**config.mk**
```make
export PLATFORM = sky130hd
export DESIGN_NAME = partition_error_monitor_flat
export DESIGN_NICKNAME = d
export VERILOG_FILES = /design/src/rtl/partition_error_monitor_if.sv /design/src/rtl/partition_error_monitor.sv /design/src/flat_wrapper.sv
export SDC_FILE = /design/constraint.sdc
export NUM_CORES = 1
export LEC_CHECK = 0
export ABC_AREA = 1
export BUFFER_PORTS_ARGS = -buffer_cell sky130_fd_sc_hd__buf_2
export CAP_MARGIN = 20
export CORE_MARGIN = 2
export CORE_UTILIZATION = 45
export DETAILED_ROUTE_END_ITERATION = 16
export GPL_ROUTABILITY_DRIVEN = 0
export GPL_TIMING_DRIVEN = 0
export PLACE_DENSITY = 0.68
export SKIP_CTS_REPAIR_TIMING = 1
export SLEW_MARGIN = 5
export SYNTH_ARGS = -nofsm -noshare
export SYNTH_HDL_FRONTEND = slang
export SYNTH_SLANG_ARGS = --single-unit
```
**constraint.sdc**
```tcl
create_clock -name clk -period 1.6 [get_ports clk]
set_input_delay 0.48 -clock clk [delete_from_list [all_inputs] [get_ports clk]]
set_output_delay 0.48 -clock clk [all_outputs]
set_load 0.1 [all_outputs]
```
**src/rtl/partition_error_monitor_if.sv**
```systemverilog
// Stimulus/response bundle between the error monitor and the partition pair under evaluation.
// worst_vec is present only when PEM_WORST_VEC_EN is defined.
interface partition_error_monitor_if #(
    parameter int unsigned IN_W  = 7,
    parameter int unsigned OUT_W = 4
);
    localparam int unsigned MIS_W = IN_W + 1;
    localparam int unsigned HAM_W = IN_W + $clog2(OUT_W) + 1;
    localparam int unsigned ABS_W = IN_W + OUT_W;

    logic             start;
    logic [IN_W-1:0]  pi_o;
    logic [OUT_W-1:0] exact_po;
    logic [OUT_W-1:0] approx_po;
    logic             busy;
    logic             done;
    logic [MIS_W-1:0] mismatch_cnt;
    logic [HAM_W-1:0] hamming_sum;
    logic [ABS_W-1:0] abs_err_sum;
    logic [OUT_W-1:0] max_abs_err;
`ifdef PEM_WORST_VEC_EN
    logic [IN_W-1:0]  worst_vec;
`endif

    // Monitor side
    modport master (
        input  start, exact_po, approx_po,
        output pi_o, busy, done, mismatch_cnt, hamming_sum, abs_err_sum, max_abs_err
`ifdef PEM_WORST_VEC_EN
        , output worst_vec
`endif
    );

    // Controller / partition side
    modport slave (
        output start, exact_po, approx_po,
        input  pi_o, busy, done, mismatch_cnt, hamming_sum, abs_err_sum, max_abs_err
`ifdef PEM_WORST_VEC_EN
        , input worst_vec
`endif
    );
endinterface

```
**src/rtl/partition_error_monitor.sv**
```systemverilog
// Sweeps all input vectors into an exact and an approximate partition and accumulates error metrics.
// Optional worst-vector capture is enabled by defining PEM_WORST_VEC_EN.
module partition_error_monitor #(
    parameter int unsigned IN_W   = 7,
    parameter int unsigned OUT_W  = 4,
    parameter int unsigned SETTLE = 1
) (
    input  logic                         clk,
    input  logic                         rst_n,
    partition_error_monitor_if.master    bus
);
    localparam int unsigned MIS_W = IN_W + 1;
    localparam int unsigned HAM_W = IN_W + $clog2(OUT_W) + 1;
    localparam int unsigned ABS_W = IN_W + OUT_W;
    localparam int unsigned POP_W = $clog2(OUT_W) + 1;
    localparam int unsigned DIF_W = OUT_W + 1;
    localparam int unsigned CNT_W = 4;

    localparam logic [1:0] S_IDLE   = 2'd0;
    localparam logic [1:0] S_DRIVE  = 2'd1;
    localparam logic [1:0] S_SAMPLE = 2'd2;
    localparam logic [1:0] S_DONE   = 2'd3;

    logic [1:0]       state_q, state_d;
    logic [IN_W-1:0]  pi_q, pi_d;
    logic [CNT_W-1:0] cnt_q, cnt_d;
    logic [MIS_W-1:0] mis_q, mis_d;
    logic [HAM_W-1:0] ham_q, ham_d;
    logic [ABS_W-1:0] abs_q, abs_d;
    logic [OUT_W-1:0] max_q, max_d;
    logic             busy_q, busy_d;
    logic             done_q, done_d;
`ifdef PEM_WORST_VEC_EN
    logic [IN_W-1:0]  worst_q, worst_d;
`endif

    logic [OUT_W-1:0] xor_c;
    logic [POP_W-1:0] pop_c;
    logic [DIF_W-1:0] ex_w, ap_w, diff_w;
    logic [OUT_W-1:0] diff_c;

    // Per-vector error terms; only consumed in SAMPLE
    always_comb begin
        xor_c = bus.exact_po ^ bus.approx_po;
        pop_c = '0;
        for (int i = 0; i < int'(OUT_W); i++) begin
            pop_c = pop_c + POP_W'(xor_c[i]);
        end
        ex_w   = DIF_W'(bus.exact_po);
        ap_w   = DIF_W'(bus.approx_po);
        diff_w = (ex_w >= ap_w) ? (ex_w - ap_w) : (ap_w - ex_w);
        diff_c = OUT_W'(diff_w);
    end

    // Next-state and register-input logic
    always_comb begin
        state_d = state_q;
        pi_d    = pi_q;
        cnt_d   = cnt_q;
        mis_d   = mis_q;
        ham_d   = ham_q;
        abs_d   = abs_q;
        max_d   = max_q;
`ifdef PEM_WORST_VEC_EN
        worst_d = worst_q;
`endif

        case (state_q)
            S_IDLE, S_DONE: begin
                if (bus.start) begin
                    state_d = S_DRIVE;
                    pi_d    = '0;
                    cnt_d   = '0;
                    mis_d   = '0;
                    ham_d   = '0;
                    abs_d   = '0;
                    max_d   = '0;
`ifdef PEM_WORST_VEC_EN
                    worst_d = '0;
`endif
                end
            end
            S_DRIVE: begin
                if (cnt_q == CNT_W'(SETTLE - 1)) begin
                    state_d = S_SAMPLE;
                end else begin
                    cnt_d = cnt_q + CNT_W'(1);
                end
            end
            S_SAMPLE: begin
                mis_d = mis_q + MIS_W'(xor_c != '0);
                ham_d = ham_q + HAM_W'(pop_c);
                abs_d = abs_q + ABS_W'(diff_c);
                // Strict compare keeps the first vector that reached the maximum
                if (diff_c > max_q) begin
                    max_d   = diff_c;
`ifdef PEM_WORST_VEC_EN
                    worst_d = pi_q;
`endif
                end
                if (pi_q == '1) begin
                    state_d = S_DONE;
                end else begin
                    pi_d    = pi_q + IN_W'(1);
                    cnt_d   = '0;
                    state_d = S_DRIVE;
                end
            end
            default: state_d = S_IDLE;
        endcase

        busy_d = (state_d == S_DRIVE) || (state_d == S_SAMPLE);
        done_d = (state_d == S_DONE);
    end

    // State and result registers
    always_ff @(posedge clk or negedge rst_n) begin
        if (!rst_n) begin
            state_q <= S_IDLE;
            pi_q    <= '0;
            cnt_q   <= '0;
            mis_q   <= '0;
            ham_q   <= '0;
            abs_q   <= '0;
            max_q   <= '0;
            busy_q  <= 1'b0;
            done_q  <= 1'b0;
`ifdef PEM_WORST_VEC_EN
            worst_q <= '0;
`endif
        end else begin
            state_q <= state_d;
            pi_q    <= pi_d;
            cnt_q   <= cnt_d;
            mis_q   <= mis_d;
            ham_q   <= ham_d;
            abs_q   <= abs_d;
            max_q   <= max_d;
            busy_q  <= busy_d;
            done_q  <= done_d;
`ifdef PEM_WORST_VEC_EN
            worst_q <= worst_d;
`endif
        end
    end

    assign bus.pi_o         = pi_q;
    assign bus.busy         = busy_q;
    assign bus.done         = done_q;
    assign bus.mismatch_cnt = mis_q;
    assign bus.hamming_sum  = ham_q;
    assign bus.abs_err_sum  = abs_q;
    assign bus.max_abs_err  = max_q;
`ifdef PEM_WORST_VEC_EN
    assign bus.worst_vec    = worst_q;
`endif

endmodule

```
**src/flat_wrapper.sv**
```systemverilog
// flat-port wrapper written by rule: the top's interface ports become plain ports
module partition_error_monitor_flat 
#(
    parameter int unsigned IN_W   = 7,
    parameter int unsigned OUT_W  = 4,
    parameter int unsigned SETTLE = 1
)
  (clk, rst_n, bus_start, bus_exact_po, bus_approx_po, bus_pi_o, bus_busy, bus_done, bus_mismatch_cnt, bus_hamming_sum, bus_abs_err_sum, bus_max_abs_err);
  partition_error_monitor_if #(.IN_W(IN_W), .OUT_W(OUT_W)) bus_i ();
  input  logic clk;
  input  logic rst_n;
  input wire logic [$bits(bus_i.start)-1:0] bus_start;
  input wire logic [$bits(bus_i.exact_po)-1:0] bus_exact_po;
  input wire logic [$bits(bus_i.approx_po)-1:0] bus_approx_po;
  output wire logic [$bits(bus_i.pi_o)-1:0] bus_pi_o;
  output wire logic [$bits(bus_i.busy)-1:0] bus_busy;
  output wire logic [$bits(bus_i.done)-1:0] bus_done;
  output wire logic [$bits(bus_i.mismatch_cnt)-1:0] bus_mismatch_cnt;
  output wire logic [$bits(bus_i.hamming_sum)-1:0] bus_hamming_sum;
  output wire logic [$bits(bus_i.abs_err_sum)-1:0] bus_abs_err_sum;
  output wire logic [$bits(bus_i.max_abs_err)-1:0] bus_max_abs_err;
  assign bus_i.start = bus_start;
  assign bus_i.exact_po = bus_exact_po;
  assign bus_i.approx_po = bus_approx_po;
  assign bus_pi_o = bus_i.pi_o;
  assign bus_busy = bus_i.busy;
  assign bus_done = bus_i.done;
  assign bus_mismatch_cnt = bus_i.mismatch_cnt;
  assign bus_hamming_sum = bus_i.hamming_sum;
  assign bus_abs_err_sum = bus_i.abs_err_sum;
  assign bus_max_abs_err = bus_i.max_abs_err;
  partition_error_monitor #(.IN_W(IN_W), .OUT_W(OUT_W), .SETTLE(SETTLE)) u_core (.clk(clk), .rst_n(rst_n), .bus(bus_i));
endmodule
```
Yosys cells after proc, flatten, opt, wreduce, memory -nomap -nowiden. Index checks and enable logic that the tools add are counted.

Logic and storage cells: 63. Latch bits: 0. Bits of input ports: 11. Memory bits (read-only): 0. Memory bits (writable): 0. Register bits after elaboration: 48. Output and inout port bits: 42. Memories kept: 0.

$mul: 0. Magnitude comparators: 2. Muxes and demuxes: 20. Equality and inequality tests: 11. Reductions and logical operators: 10. Bitwise gates (word level): 1. $add $sub $neg: 10. Shift-type cells: 0. Divide/modulo/power cells: 0.

Operators by type and width (count): $pmux W11 S2 (1); $mux W4 (5); $pmux W10 S2 (1); $pmux W8 S2 (1); $mux W7 (2); $pmux W7 S2 (1); $pmux W4 S3 (1); $add A11 B4 Y11 (1); $mux W11 (1); $add A10 B3 Y10 (1); $mux W10 (1); $reduce_and A3 Y1 (3); $add A8 B1 Y8 (1); $eq A2 B2 Y1 const B (4); $mux W8 (1); $pmux W4 S2 (1); $sub A4 B4 Y4 (2); $add A7 B1 Y7 const B (1); $eq A7 B7 Y1 const B (1); $add A3 B1 Y3 (2); $mux W2 (3); $ne A2 B2 Y1 const B (3); $pmux W2 S3 (1); $add A4 B1 Y4 const B (1); 13 further kinds (14).

Depth between registers and ports, before layout. Gate-level depths: netlist of run 1.

Word-level depth: 6. Mapped depth: 21.

Least setup slack after synthesis of run 1. OpenSTA, ideal clock, no wires.

Path kind: input to register. Start point: input bus_approx_po[1]. End point: register u_core.ham_q[6] (netlist: u_core.bus.hamming_sum[6]). Path buffers: 0. Required time: 1.529 ns. Stages: 19. Data arrival time: 2.946 ns. Path slack: -1.417 ns. Cell sequence: inv_1 > ha_1 > inv_1 > ha_1 > inv_1 > fa_1 > inv_1 > ha_1 > inv_1 > fa_1 > inv_1 > nand2_1 > nand2_1 > nand3_2 > nor2_1 > nand2_1 > nand2_1 > inv_1 > nor2_1.

Cells in the longest elaborated chain, start to end: 6.

Ends and longest elaborated chain: from (decl) (RTL line flat_wrapper.sv:14) `input wire logic [$bits(bus_i.approx_po)-1:0] bus_approx_po;`; $xor A4 B4 Y4 (RTL line partition_error_monitor.sv:44) `xor_c = bus.exact_po ^ bus.approx_po;`; $add A1 B1 Y2 (RTL line partition_error_monitor.sv:47) `pop_c = pop_c + POP_W'(xor_c[i]);`; $add A3 B1 Y3 (2 in series) (RTL line partition_error_monitor.sv:47); $add A10 B3 Y10 (RTL line partition_error_monitor.sv:92) `ham_d = ham_q + HAM_W'(pop_c);`; $pmux W10 S2 (RTL line partition_error_monitor.sv:68) `case (state_q)`; to (signal assigned) (RTL line partition_error_monitor.sv:136) `ham_q <= ham_d;`; to (decl) (RTL line partition_error_monitor.sv:28) `logic [HAM_W-1:0] ham_q, ham_d;`.

Every way passes these cells. A chain may end at the register's enable or synchronous reset.

Worst setup path after layout of run 1. Ends and elaborated chain as after synthesis.

==> results.json, run 1 <==
{
  "syn_avg_cell_area_um2": 7.69,
  "critPathKind": "in2reg",
  "fin_ws_ns": -1.02,
  "peakVddDrop_uv": 1440,
  "fin_nets": 554,
  "hold_ws_ns": 0.0711,
  "drv_slew": 0,
  "tritoncts": "built",
  "drive_above_1_share_pct": 42.9,
  "overflow": 0,
  "use_met1_pct": 27.5,
  "worstPathRequired_ns": 1.85,
  "r2r_start": "u_core.state_q[0]",
  "crit_top_cell": "inv_2",
  "status": "finished with violations",
  "ys_ff_latch": 48,
  "clkLatencyLatePin_ns": 0.32,
  "r2r_slack_ns": -0.13,
  "r2r-end": "u_core.bus.hamming_sum[6]",
  "met2_usage_pct": 36.0,
  "wl_um": 8900,
  "antenna_cells": 0,
  "synth_common_cells": "nand2_1 (109), inv_1 (69), dfrtp_1 (48)",
  "synthesis.area_um2": 3260,
  "antenna_found_initial": 0,
  "synth-edff-count": 0,
  "multiInputGateArea_um2": 2280,
  "place_area_um2": 3900,
  "hold_class": "in2async",
  "yosysTopAreaCell": "dfrtp_1",
  "rsz0062_at_grt": "yes",
  "synth_top_area_share_pct": 36.9,
  "fin_area_um2": 4810,
  "seqCellArea_um2": 1220,
  "cp.arrival_ns": 2.87,
  "cts_buffers": 5,
  "post_drt_via_cell_ratio": 5.19,
  "wl_per_cell_um": 14.6,
  "area_growth_pct": 47.5,
  "power_density_nw_per_um2": 1560,
  "synthFlopType": "dfrtp_1",
  "reg2reg_depth": 12,
  "grt_use_total_pct": 21.0,
  "setup-violations-final": 34,
  "initial_core_util_pct": 45.7,
  "firstDrtPassIters": 5,
  "relSlewSlack_pct": 66.9,
  "detail-route-antenna-nets": 0,
  "synth.area.top_cells": "dfrtp_1 (37%), nand2_1 (13%), ha_1 (11%), inv_1 (7.9%), nand3_1 (6.4%)",
  "maxCapViolCount": 0,
  "clockBufferDepth": 2,
  "min_period_ns": 2.62,
  "first_global_vias": 2928,
  "dpl.hpwl_um": 5820,
  "finalNonFillerCells": 609,
  "grt_pass1_wl_um": 13200,
  "netlist_instances": 424,
  "drc": 0,
  "finalPower_w": 0.00751,
  "hold_viol_final": 0,
  "ys_types": 34,
  "dieHeight_um": 89.1,
  "violations": "setup timing",
  "h-tree-depth": 2,
  "synth.most_common_cell": "nand2_1",
  "path_clk_slew_ns": 0.10,
  "fin_tns_setup_ns": -21.85,
  "path_cells": "buf_12 > inv_12 > ha_4 > inv_4 > ha_4 > inv_2 > fa_2 > inv_2 > ha_4 > inv_2 > fa_2 > inv_2 > nand2_2 > nand2_2 > nand3_4 > nor2_4 > nand2_1 > nand2_1 > inv_1 > nor2_1",
  "io_buffers": 52,
  "clock.fmax_ghz": 0.381,
  "dp_cells": 576,
  "worstMarginPinSlew_ns": 0.500,
  "synthArstFlopShare_pct": 100,
  "crit_fanout": 5,
  "start_kind": "input pin",
  "cp_slowest_stage_delay_ns": 0.45,
  "drt-initial-drc-count": 140,
  "finalCritPeriodShare_pct": 164,
  "grt_max_degree": 36,
  "pin_count": 53,
  "synth_fp_nets": 469,
  "cts-root-buf": "clkbuf_8",
  "numClockSinks": 48,
  "fillerInstances": 583,
  "fin_skew_ns": 0.0135,
  "yosys_warnings": 0,
  "critPathCaptureType": "register",
  "grtUsageMet3_pct": 3.42,
  "crit_slowest_cell": "fa_2",
  "vias": 3163,
  "rows": 31,
  "core_area_um2": 7140,
  "ys_seq_area_share_pct": 36.9,
  "grt.busiest_layer": "met2",
  "die_w_um": 89.1,
  "p_leak_nw": 2.33,
  "die-area_um2": 7940
}
==> cells by family (layout without fill, tap and decap cells) <==
logic type      after synthesis  after routing  share of synthesized area (%)
compound gates               55             55                           10.1
xor+xnor                      4              4                           1.08
fa+ha+maj                    34             34                           14.2
buf+inv                      78            164                           9.98
flops                        48             48                           36.9
simple gates                205            205                           27.8
==> area by class of cell <==
type / instances / share of cell area (%)
multi-input cells: 298 / 47.4
plain buffers: 8 / 2.00
clock buffers: 5 / 1.43
inverters: 70 / 6.27
clock inverters: 3 / 1.43
well taps: 99 / 2.58
flip-flops and latches: 48 / 25.4
repair buffers: 78 / 13.4
==> registers in the layout, summed over array words and instances (netlist names) <==
name and flops:
u_core.bus.abs_err_sum 11, u_core.bus.hamming_sum 10, u_core.bus.mismatch_cnt 8, u_core.bus.pi_o 7, u_core.bus.max_abs_err 4, u_core.cnt_q 4, u_core.state_q 2, u_core.bus.busy 1
u_core.bus.done 1
==> power breakdown <==
part / switching (W) / leakage [nW] / internal [W]
logic: 0.00309 / 1.62 / 0.00164
clock network: 0.000470 / 0.0687 / 0.000630
registers: 0.000245 / 0.640 / 0.00143
==> how the worst max path moves through the flow <==
| stage | startpoint | end | slack (ns) | cells past startpoint |
|---|---|---|---|---|
| after global routing | bus_exact_po[0] | u_core.bus.abs_err_sum[5] | -1.15 | 19 |
| after global placement | bus_approx_po[1] | u_core.bus.hamming_sum[6] | -1.48 | 19 |
| after CTS | bus_approx_po[1] | u_core.bus.hamming_sum[6] | -1.21 | 20 |
| after detailed placement | bus_approx_po[1] | u_core.bus.hamming_sum[6] | -1.53 | 20 |
| after floorplan | bus_approx_po[1] | u_core.bus.hamming_sum[6] | -1.22 | 18 |
| final | bus_approx_po[1] | u_core.bus.hamming_sum[6] | -1.02 | 20 |
==> placed cells by master, fill, tap and decap left out, types with 3 or more instances in the layout <==
master,instances
a21oi_1,9
a21oi_2,5
a22o_1,5
buf_12,3
buf_2,10
buf_4,32
buf_6,21
clkbuf_4,18
clkbuf_8,5
dfrtp_1,38
dfrtp_2,6
dfrtp_4,4
fa_2,4
ha_1,10
ha_4,17
inv_1,49
inv_2,14
inv_4,3
nand2_1,81
nand2_2,23
nand2_4,6
nand3_1,27
nand3_2,11
nand3_4,6
nand4_1,14
nor2_1,17
nor2_4,5
nor3_1,5
o21ai_0,9
o21ai_1,16
o21ai_2,3
==> metal layers <==
layer,up-vias,wire length [um],part of all wire (%)
li1,1550,-,-
met1,1542,3800,43
met2,63,4670,52
met3,8,340,3.8
met4,0,89,1.0
met5,-,0,0
==> metrics by stage <==
step / utilization (%) / setup WS, ns
detailed placement: 54.7 / -1.53
finish: 67.4 / -1.02
global placement: 54.4 / -1.48
floorplan: - / -1.22
CTS: 56.6 / -1.21
global route: 67.4 / -1.15
==> critical path: cells and delay by family <==
kind	cells	cell delay, ns
adder cells (fa/ha/maj)	5	1.43
buffers and inverters	8	0.41
AND/OR/NAND/NOR	7	0.51
(Power assumes the default switching activity.)
==> inputs of run 2 (changes only) <==
--- a/config.mk
+++ b/config.mk
@@ -5,15 +5,15 @@
 export SDC_FILE = /design/constraint.sdc
 export NUM_CORES = 1
 export LEC_CHECK = 0
-export ABC_AREA = 1
 export BUFFER_PORTS_ARGS = -buffer_cell sky130_fd_sc_hd__buf_2
 export CAP_MARGIN = 20
 export CORE_MARGIN = 2
 export CORE_UTILIZATION = 45
+export CTS_CLUSTER_DIAMETER = 120
 export DETAILED_ROUTE_END_ITERATION = 16
 export GPL_ROUTABILITY_DRIVEN = 0
 export GPL_TIMING_DRIVEN = 0
-export PLACE_DENSITY = 0.68
+export PLACE_DENSITY = 0.69
 export SKIP_CTS_REPAIR_TIMING = 1
 export SLEW_MARGIN = 5
 export SYNTH_ARGS = -nofsm -noshare
==> results.json, run 2 <==
{
  "tritoncts": "built",
  "fin_nets": 481,
  "numClockSinks": 48,
  "firstDrtPassIters": 5,
  "synth.area.top_cells": "dfrtp_1 (39%), ha_1 (12%), o21ai_0 (4.5%), a21oi_1 (3.5%), mux2i_1 (3.5%)",
  "worstPathRequired_ns": 1.81,
  "worstMarginPinSlew_ns": 0.484,
  "rows": 30,
  "seq_power_share_pct": 23.4,
  "ys_seq_area_share_pct": 38.6,
  "switching_share_pct": 54.1,
  "clock.fmax_ghz": 0.316,
  "pin_count": 53,
  "status": "finished with violations",
  "layout_common_cells": "buf_4 (39), dfrtp_1 (35), buf_6 (32)",
  "clkLatencyLatePin_ns": 0.31,
  "cts_buffers": 5,
  "wl_per_cell_um": 17.3,
  "drc": 0,
  "drv_slew": 0,
  "switchingPower_w": 0.00480,
  "finalCritPeriodShare_pct": 198,
  "p_leak_nw": 2.18,
  "peakVddDrop_uv": 1640,
  "start_kind": "input pin",
  "min_period_ns": 3.16,
  "fin_ws_ns": -1.56,
  "synthFlopType": "dfrtp_1",
  "yosys_warnings": 0,
  "critPathCaptureType": "register",
  "initial_core_util_pct": 46.1,
  "drt-initial-drc-count": 100,
  "ys_types": 47,
  "setup-violations-final": 50,
  "area_growth_pct": 58.9,
  "cts-root-buf": "clkbuf_8",
  "wl_um": 8950,
  "dieHeight_um": 87.2,
  "grt_max_degree": 35,
  "crit_fanout": 5,
  "fin_area_um2": 4950,
  "utilization_pct": 73.2,
  "overflow": 0,
  "grt_use_total_pct": 20.1,
  "cp.arrival_ns": 3.37,
  "fin_tns_setup_ns": -37.19,
  "detail-route-antenna-nets": 0,
  "die-area_um2": 7600,
  "clkPwrFrac_pct": 12.0,
  "maxCapViolCount": 0,
  "dpl.hpwl_um": 5410,
  "place_area_um2": 3820,
  "synth_common_cells": "dfrtp_1 (48), ha_1 (29), nand2_1 (29)",
  "synth_fp_nets": 377,
  "critPathKind": "in2reg",
  "vias": 2924,
  "antenna_cells": 0,
  "clockBufferDepth": 2,
  "h-tree-depth": 2,
  "hold_viol_final": 0,
  "rsz0062_at_grt": "yes",
  "pwr-share-comb_pct": 64.5,
  "io_buffers": 52,
  "power_density_nw_per_um2": 1790,
  "die_w_um": 87.2,
  "post_drt_via_cell_ratio": 5.66,
  "synthesis.area_um2": 3110,
  "finalPower_w": 0.00886,
  "reg2reg_depth": 10,
  "relSlewSlack_pct": 67.9,
  "yosysTopAreaCell": "dfrtp_1",
  "netlist_instances": 332,
  "violations": "setup timing",
  "synth.most_common_cell": "dfrtp_1",
  "fin_skew_ns": 0.0138,
  "internal-power_w": 0.00407,
  "hold_class": "in2async",
  "grt_pass1_wl_um": 12000,
  "core_area_um2": 6760,
  "syn_avg_cell_area_um2": 9.38,
  "path_clk_slew_ns": 0.10,
  "final_common_cell": "buf_4",
  "drive_above_1_share_pct": 51.9,
  "synth_top_area_share_pct": 38.6,
  "antenna_found_initial": 0,
  "synthArstFlopShare_pct": 100,
  "ys_ff_latch": 48,
  "synth-edff-count": 0,
  "first_global_vias": 2497,
  "largest_register_ffs": 11
}
-- run 2: changes by cell type after synthesis, sizes merged, moves of 6 or more --
cell	change
nand4	-13
inv	-45
a21oi	+8
nand3	-30
clkbuf	+6
nor2b	+6
nand2	-80
mux2i	+12
-- run 2: power by group through the flow --
stage / clock network (W) / logic (W) / registers [W]
3_3_place_gp: 0 / 0.00468 / 0.00198
6_report: 0.00107 / 0.00572 / 0.00208
5_1_grt: 0.00112 / 0.00605 / 0.00214
3_5_place_dp: 0 / 0.00478 / 0.00200
2_1_floorplan: 0 / 0.00170 / 0.00421
4_1_cts: 0.00107 / 0.00479 / 0.00198
-- run 2: critical path: stages --
cell and delay, ns:
buf_12 0.11, inv_12 0.04, ha_4 0.12, inv_2 0.04
fa_2 0.40, a21o_1 0.19, a221o_1 0.39, mux2_4 0.37
fa_2 0.38, a21o_1 0.21, a21oi_4 0.29, nor3b_2 0.09
xnor2_1 0.19, nor2_1 0.07
-- run 2: cell type report --
type / count / area [um^2]
plain buffers: 9 / 87.6
clock buffers: 6 / 72.6
clock inverters: 2 / 60.1
fillers: 455 / 1810
inverters: 26 / 120
multi-input cells: 247 / 2410
flip-flops and latches: 48 / 1220
well taps: 80 / 100
repair buffers: 98 / 867
repair inverters: 1 / 7.51
-- run 2: path summary, 6_finish.rpt --
kind,from,endpoint,slack (ns)
max reg2reg,u_core.state_q[0],u_core.bus.busy,-0.44
min in group clk,u_core.cnt_q[0],u_core.cnt_q[0],0.53
max,bus_exact_po[0],u_core.bus.abs_err_sum[6],-1.56
min reg2reg,u_core.cnt_q[0],u_core.cnt_q[0],0.53
max in group asynchronous,rst_n,u_core.bus.mismatch_cnt[0],0.98
min,rst_n,u_core.bus.pi_o[3],0.07
-- run 2: cell families (layout without fill, tap and decap cells) --
group                    after synthesis  count (layout)  share of synthesized area, %
XOR/XNOR                              12              12                          3.37
multiplexers                          14              14                          4.82
adder cells (fa/ha/maj)               34              34                          14.9
AO/OA/AOI/OAI                         88              88                          17.8
AND/OR/NAND/NOR                       99              99                          16.0
buffers and inverters                 37             142                          4.62
flip-flops                            48              48                          38.6
-- run 2: stage by stage --
stage	hold WS, ns	std cells	setup WS, ns
6_report	0.0726	517	-1.56
5_1_grt	0.0905	517	-1.63
4_1_cts	0.0946	473	-1.51
2_1_floorplan	0.184	332	-1.40
3_5_place_dp	0.427	465	-1.84
3_3_place_gp	0.476	464	-1.82
-- run 2: routing by layer --
metal  vias up  part of all wire, %  GRT usage [%]
met2        69                   52           33.2
met1      1452                   43           27.5
li1       1392                    -              -
met3        11                  3.5           2.84
met5         -                    0              0
met4         0                  1.4           6.01
